--- src/rtl/pcs_tx_skp_scheduler.sv ---
`default_nettype none
// ============================================================================
// Module   : pcs_tx_skp_scheduler
// Brief    : Shares the PCS TX encoder slot between MAC symbols and periodic
//            SKP ordered sets (COM + SKP_LEN x SKP), never splitting a packet.
//            Optional macro SKP_SCHED_STATS_EN adds the Skp_Count output.
// Revision : 1.0 - initial release
// ============================================================================
module pcs_tx_skp_scheduler #(
  parameter int         SKP_INTERVAL = 1180,
  parameter int         SKP_LEN      = 3,
  parameter logic [7:0] COM_SYM      = 8'hBC,
  parameter logic [7:0] SKP_SYM      = 8'h1C,
  parameter logic [7:0] STP_SYM      = 8'hFB,
  parameter logic [7:0] END_SYM      = 8'hFD
) (
  input  logic        PCLK,
  input  logic        RST,
  input  logic        SKP_Enable,
  input  logic [7:0]  MAC_TX_Data,
  input  logic        MAC_TX_Datak,
  input  logic        MAC_Data_En,
  output logic        MAC_Ready,
  output logic [7:0]  Sched_Data,
  output logic        Sched_Datak,
  output logic        Sched_Valid,
`ifdef SKP_SCHED_STATS_EN
  output logic [15:0] Skp_Count,
`endif
  output logic        Skp_Active
);

  localparam int CNT_W = (SKP_INTERVAL > 1) ? $clog2(SKP_INTERVAL) : 1;

  typedef enum logic [1:0] {
    ST_DATA = 2'd0,
    ST_COM  = 2'd1,
    ST_SKP  = 2'd2
  } state_t;

  state_t     state_q, state_d;
  logic [CNT_W-1:0] interval_cnt_q, interval_cnt_d;
  logic       skp_pending_q, skp_pending_d;
  logic       in_pkt_q, in_pkt_d;
  logic [2:0] skp_cnt_q, skp_cnt_d;
  logic [7:0] data_q, data_d;
  logic       datak_q, datak_d;
  logic       valid_q, valid_d;
  logic       active_q, active_d;

  logic       mac_accept;
  logic       expire;
  logic       last_skp;

  // Ready depends only on registered state so the MAC sees no comb path back.
  assign MAC_Ready  = (state_q == ST_DATA) && !(skp_pending_q && !in_pkt_q);
  assign mac_accept = MAC_Data_En && MAC_Ready;
  assign expire     = SKP_Enable && (interval_cnt_q == CNT_W'(SKP_INTERVAL - 1));
  assign last_skp   = (state_q == ST_SKP) && (skp_cnt_q == 3'(SKP_LEN - 1));

  always_comb begin
    state_d        = state_q;
    interval_cnt_d = interval_cnt_q;
    skp_pending_d  = skp_pending_q;
    in_pkt_d       = in_pkt_q;
    skp_cnt_d      = skp_cnt_q;
    data_d         = 8'h00;
    datak_d        = 1'b0;
    valid_d        = 1'b0;
    active_d       = 1'b0;

    if (SKP_Enable) begin
      interval_cnt_d = expire ? '0 : interval_cnt_q + 1'b1;
    end else begin
      interval_cnt_d = '0;
    end

    case (state_q)
      ST_DATA: begin
        if (skp_pending_q && !in_pkt_q) begin
          state_d       = ST_COM;
          skp_pending_d = 1'b0;
        end else if (mac_accept) begin
          data_d  = MAC_TX_Data;
          datak_d = MAC_TX_Datak;
          valid_d = 1'b1;
          if (MAC_TX_Datak && (MAC_TX_Data == STP_SYM)) begin
            in_pkt_d = 1'b1;
          end else if (MAC_TX_Datak && (MAC_TX_Data == END_SYM)) begin
            in_pkt_d = 1'b0;
          end
        end
      end
      ST_COM: begin
        data_d    = COM_SYM;
        datak_d   = 1'b1;
        valid_d   = 1'b1;
        active_d  = 1'b1;
        skp_cnt_d = 3'd0;
        state_d   = ST_SKP;
      end
      ST_SKP: begin
        data_d    = SKP_SYM;
        datak_d   = 1'b1;
        valid_d   = 1'b1;
        active_d  = 1'b1;
        skp_cnt_d = skp_cnt_q + 3'd1;
        if (last_skp) begin
          state_d = ST_DATA;
        end
      end
      default: state_d = ST_DATA;
    endcase

    // A fresh expiry outranks the clear on service, so no request is lost.
    if (expire) begin
      skp_pending_d = 1'b1;
    end
    if (!SKP_Enable && (state_q == ST_DATA)) begin
      skp_pending_d = 1'b0;
    end
  end

  always_ff @(posedge PCLK) begin
    if (RST) begin
      state_q        <= ST_DATA;
      interval_cnt_q <= '0;
      skp_pending_q  <= 1'b0;
      in_pkt_q       <= 1'b0;
      skp_cnt_q      <= 3'd0;
      data_q         <= 8'h00;
      datak_q        <= 1'b0;
      valid_q        <= 1'b0;
      active_q       <= 1'b0;
    end else begin
      state_q        <= state_d;
      interval_cnt_q <= interval_cnt_d;
      skp_pending_q  <= skp_pending_d;
      in_pkt_q       <= in_pkt_d;
      skp_cnt_q      <= skp_cnt_d;
      data_q         <= data_d;
      datak_q        <= datak_d;
      valid_q        <= valid_d;
      active_q       <= active_d;
    end
  end

  assign Sched_Data  = data_q;
  assign Sched_Datak = datak_q;
  assign Sched_Valid = valid_q;
  assign Skp_Active  = active_q;

`ifdef SKP_SCHED_STATS_EN
  logic [15:0] skp_count_q, skp_count_d;

  always_comb begin
    skp_count_d = skp_count_q;
    if (last_skp && (skp_count_q != 16'hFFFF)) begin
      skp_count_d = skp_count_q + 16'd1;
    end
  end

  always_ff @(posedge PCLK) begin
    if (RST) begin
      skp_count_q <= 16'd0;
    end else begin
      skp_count_q <= skp_count_d;
    end
  end

  assign Skp_Count = skp_count_q;
`endif

endmodule
`default_nettype wire

--- config.mk ---
export PLATFORM = sky130hd
export DESIGN_NAME = pcs_tx_skp_scheduler
export DESIGN_NICKNAME = d
export VERILOG_FILES = /design/src/rtl/pcs_tx_skp_scheduler.sv
export SDC_FILE = /design/constraint.sdc
export NUM_CORES = 1
export LEC_CHECK = 0
export BUFFER_PORTS_ARGS = -buffer_cell sky130_fd_sc_hd__buf_4
export CORE_AREA = 2 2 74 76
export CTS_BUF_LIST = sky130_fd_sc_hd__clkbuf_2 sky130_fd_sc_hd__clkbuf_4 sky130_fd_sc_hd__clkbuf_8
export DETAILED_ROUTE_END_ITERATION = 10
export DIE_AREA = 0 0 76 78
export SLEW_MARGIN = 10
export SYNTH_ARGS = -nofsm -noshare
export SYNTH_HDL_FRONTEND = slang
export SYNTH_SLANG_ARGS = --single-unit
--- constraint.sdc ---
create_clock -name PCLK -period 1.98 [get_ports PCLK]
set_clock_uncertainty 0.2 [all_clocks]
set_input_delay 0.099 -clock PCLK [delete_from_list [all_inputs] [get_ports PCLK]]
set_output_delay 0.099 -clock PCLK [all_outputs]
set_load 0.05 [all_outputs]
After elaboration in Yosys (flattened, before gate mapping)
Cells that the tools add are included.

Add/sub/neg operators: 2. Eq/ne operators: 8. Muxes and demuxes: 19. Bitwise logic cells: 2. Reductions and logical operators: 22.

Operator list (count): $pmux 8 s3 (1); $eq 8x8->1 const B (2); $mux 8 (2); $add 11x1->11 const B (1); $eq 11x11->1 const B (1); $mux 1 (10); $logic_and 1x1->1 (8); $reduce_bool 2->1 (4); $pmux 2 s3 (1); $pmux 3 s2 (1); $mux 2 (2); $pmux 1 s2 (2); $reduce_and 2->1 (2); $reduce_and 4->1 (1); $reduce_or 2->1 (2); $add 3x1->3 const B (1); $eq 3x2->1 const B (1); $logic_not 1->1 (3); $reduce_or 3->1 (1); $eq 2x1->1 const B (1); $eq 2x2->1 const B (1); $logic_not 2->1 (1); $ne 2x1->1 const B (1); $ne 2x2->1 const B (1); $not 1->1 (2).

Register bits: 29. Bits of input ports: 13. Output and inout bits: 12. Word-level logic and storage cells: 62.

Longest topological paths before layout
Depth in word-level cells: 8. Depth in mapped cells: 7.

Worst setup path after synthesis
No wires, ideal clock.

Path type: reg-to-reg. Start point: register interval_cnt_q[0]. End point: register interval_cnt_q[10]. Library setup time: 115 ps. Arrival: 1462 ps. Data required time: 1665 ps. Path slack: 204 ps. Cell stages (with the launch flop): 7. Cells stage by stage: dfxtp_1 > ha_1 > or4bb_1 > nor3_2 > or3b_4 > buf_6 > nor2_1.

Cells in the longest elaborated chain, start to end: 3. Elaborated cells between the ends (all ways): 4. Those cells by class: 1 x add/sub; 1 x eq/ne; 2 x reduce/logical.

RTL lines: start: declaration (RTL line 42) `logic [CNT_W-1:0] interval_cnt_q, interval_cnt_d;`; start signal: assignment (RTL line 137) `interval_cnt_q <= interval_cnt_d;`; branches (longest 3 deep; another with $add 11x1->11).

Parallel ways; which one is timed is not known. A chain may end at the register's enable or synchronous reset.

Worst setup path after layout
Start point: register interval_cnt_q[0]. End point: register interval_cnt_q[9].

The elaborated chain is that of the path after synthesis.

==> impl_metrics.tcl <==
set metrics [dict create \
    ys_seq_area_share_pct 46.73 \
    gr-total-overflow 0 \
    coreArea_mm2 0.005042 \
    min_from "MAC_Data_En" \
    ctsHtreeMaxLevel 2 \
    grt_antenna_before_repair 0 \
    status "finished clean" \
    startpoint "interval_cnt_q[0]$_SDFF_PP0_" \
    fmax_mhz 538.9 \
    area_delta_synth_final_pct 35.55 \
    hold_violations 0 \
    fin_cells 247 \
    syn-cell-area_mm2 0.001242 \
    multiInputGateArea_um2 605.6 \
    grt_pass1_wl_mm 4.540 \
    p_sw_share_pct 34.66 \
    finalPower_mw 1.621 \
    cts-root-buf "clkbuf_8" \
    drive_gt1_share_pct 19.77 \
    cts.sinks 29 \
    drc 0 \
    clkSlewWorstSetupHoldPaths_ns 0.07 \
    maxCapViolCount 0 \
    cts_setup_buffers 0 \
    power_density_mw_per_mm2 962.7 \
    final_util_pct 33.40 \
    track_usage_pct 9.862 \
    cts_buffer_depth 2 \
    io_buffers 24 \
    dp_hpwl_mm 1.773 \
    fill_cells 533 \
    dieArea_mm2 0.005928 \
    viasPerCell 4.146 \
    clkLatencyLatePin_ns 0.28 \
    first_pass_iters 4 \
    setup_violations 0 \
    seq_area_um2 580.6 \
    slew_headroom_pct 74.62 \
    die_width_um 76 \
    netlist_instances 138 \
    holdBufCountCts 11 \
    die_h_um 78 \
    wirelength_mm 2.620 \
    ys_warn_count 0 \
    intPower_mw 1.059 \
    endpoint_kind "register" \
    ant_nets 0 \
    grt_max_degree 17 \
    peakVddDrop_mv 0.4952 \
    grt_pass1_vias 1025 \
    globalplace.congestion 0.7392 \
    reg2reg_setup_slack_ns 0.12 \
    criticalPathCategory "register to register" \
    worst_pin_slew_ns 0.3806 \
    worstSetupStartpointType "register" \
    path_max_fanout 11 \
    setup_tns_ns 0 \
    synth_area_per_cell_um2 9.003 \
    wire_per_inst_um 10.61 \
    synth_seq_cells 29 \
    synthesis.nets 159 \
    rsz0062_at_grt "no" \
    num_antenna_cells 0 \
    final_cell_area_mm2 0.001684 \
    period_minus_slack_ns 1.856 \
    drv_slew 0 \
    synth_top_area_share_pct 46.73 \
    clock_power_share_pct 29.7 \
    crit_required_ns 1.95 \
    synth_top_area_cell "dfxtp_1" \
    reg2reg_from "interval_cnt_q[0]$_SDFF_PP0_" \
    async_flop_share_pct 0 \
    cts_tree "yes" \
    pwr-share-comb_pct 29.7 \
    p_seq_share_pct 40.5 \
    initial_core_util_pct 24.64 \
    hp-class "input port to register" \
    synth_flop_cell "dfxtp_1" \
    cts_resized 0 \
    drtIter0Drc 32 \
    io_pins 25 \
    ys_top_cells_by_area "dfxtp_1, ha_1, nor2_1" \
    layout.nets 197 \
    placed_cells 228 \
    rows 26 \
    synth-edff-count 0 \
    p_leak_nw 0.6522 \
    cts_buffers 5 \
    synth.distinct_cells 29 \
    switchingPower_mw 0.5619 \
    fin_crit_sh_pct 93.72 \
    crit_arrival_ns 1.82 \
    placedInstanceArea_mm2 0.001488 \
    num_vias 1024 \
]
stage by stage:
| step | hold WS (ns) | setup slack, ns |
|---|---|---|
| after detailed placement | 0.1457 | 0.1406 |
| after global placement | 0.1463 | 0.1837 |
| final | 0.2531 | 0.1244 |
| after floorplan | -0.02939 | 0.2036 |
| after global routing | 0.2955 | 0.005301 |
| after CTS | 0.2466 | 0.1130 |
flip-flops by register name, indices dropped and copies added (netlist names):
| register | flops |
|---|---|
| Sched_Data | 8 |
| Sched_Datak | 1 |
| Sched_Valid | 1 |
| Skp_Active | 1 |
| in_pkt_q | 1 |
| interval_cnt_q | 11 |
| skp_cnt_q | 3 |
| skp_pending_q | 1 |
| state_q | 2 |
cell families (layout without fill, tap and decap cells):
family,count (synthesis),after routing,synth area share (%)
and+or+nand+nor,61,61,25.28
AOI/OAI and AO/OA,16,16,7.452
adders and majority gates,8,8,8.057
buffers and inverters,13,52,4.531
muxes,2,2,1.611
xor gates and xnor gates,9,9,6.345
DFF,29,29,46.73
placed cells by master (no fill, tap or decap), types with 2 or more instances in the layout:
cell type      count
dfxtp_1           29
buf_4             24
nor2_1            20
dlygate4sd3_1     11
inv_1              9
a21oi_1            9
nand3_1            8
ha_1               8
nand2_1            7
nor3_1             7
xnor2_1            7
clkbuf_8           5
nand2b_1           4
and3_1             4
a22oi_1            2
mux2i_1            2
o21ai_0            2
nand4_1            2
nor2b_1            2
xor2_1             2
clkinv_2           2
path summary, 6_finish.rpt:
check,cells after the start,end
worst max-delay path,5,interval_cnt_q[9]$_SDFF_PP0_
worst min-delay path,4,Sched_Data[5]$_SDFF_PP0_
worst max register to register,5,interval_cnt_q[9]$_SDFF_PP0_
worst min register to register,1,interval_cnt_q[0]$_SDFF_PP0_
worst max-delay path, cell delays in order (launching register included):
cell     delay, ns
dfxtp_1       0.36
ha_1          0.23
or4bb_1       0.50
nor3_2        0.16
or3b_4        0.23
nor2_1        0.06
final cells by class:
| type | instances | area share (%) |
|---|---|---|
| Clock buffer | 6 | 4.532 |
| Clock inverter | 2 | 0.5944 |
| Inverter | 9 | 2.006 |
| Multi-Input combinational cell | 96 | 35.96 |
| Sequential cell | 29 | 34.47 |
| Tap cell | 70 | 5.201 |
| Timing Repair Buffer | 35 | 17.24 |
power groups by stage:
stage          clock (mW)  combinational (mW)  sequential, mW
2_1_floorplan           0               0.189           0.812
3_3_place_gp            0               0.464           0.669
3_5_place_dp            0               0.463           0.670
4_1_cts             0.502               0.484           0.657
5_1_grt             0.529               0.520           0.664
6_report            0.482               0.482           0.657
routing by layer:
metal / up-vias / wire length, um / global-route usage (%)
met5: - / 0 / 0
met4: 0 / 97 / 6.364
met3: 9 / 130 / 3.605
met2: 27 / 1224 / 16.25
met1: 451 / 1167 / 10.74
li1: 537 / - / -
cell usage after synthesis, types with 3 or more instances:
master and count:
a21oi_1 9, clkbuf_1 3, xnor2_1 7, ha_1 8, nor3_1 7, dfxtp_1 29, nor2_1 20, and3_1 4
nand3_1 8, inv_1 9, nand2_1 7, nand2b_1 4
(Power assumes the default switching activity.)
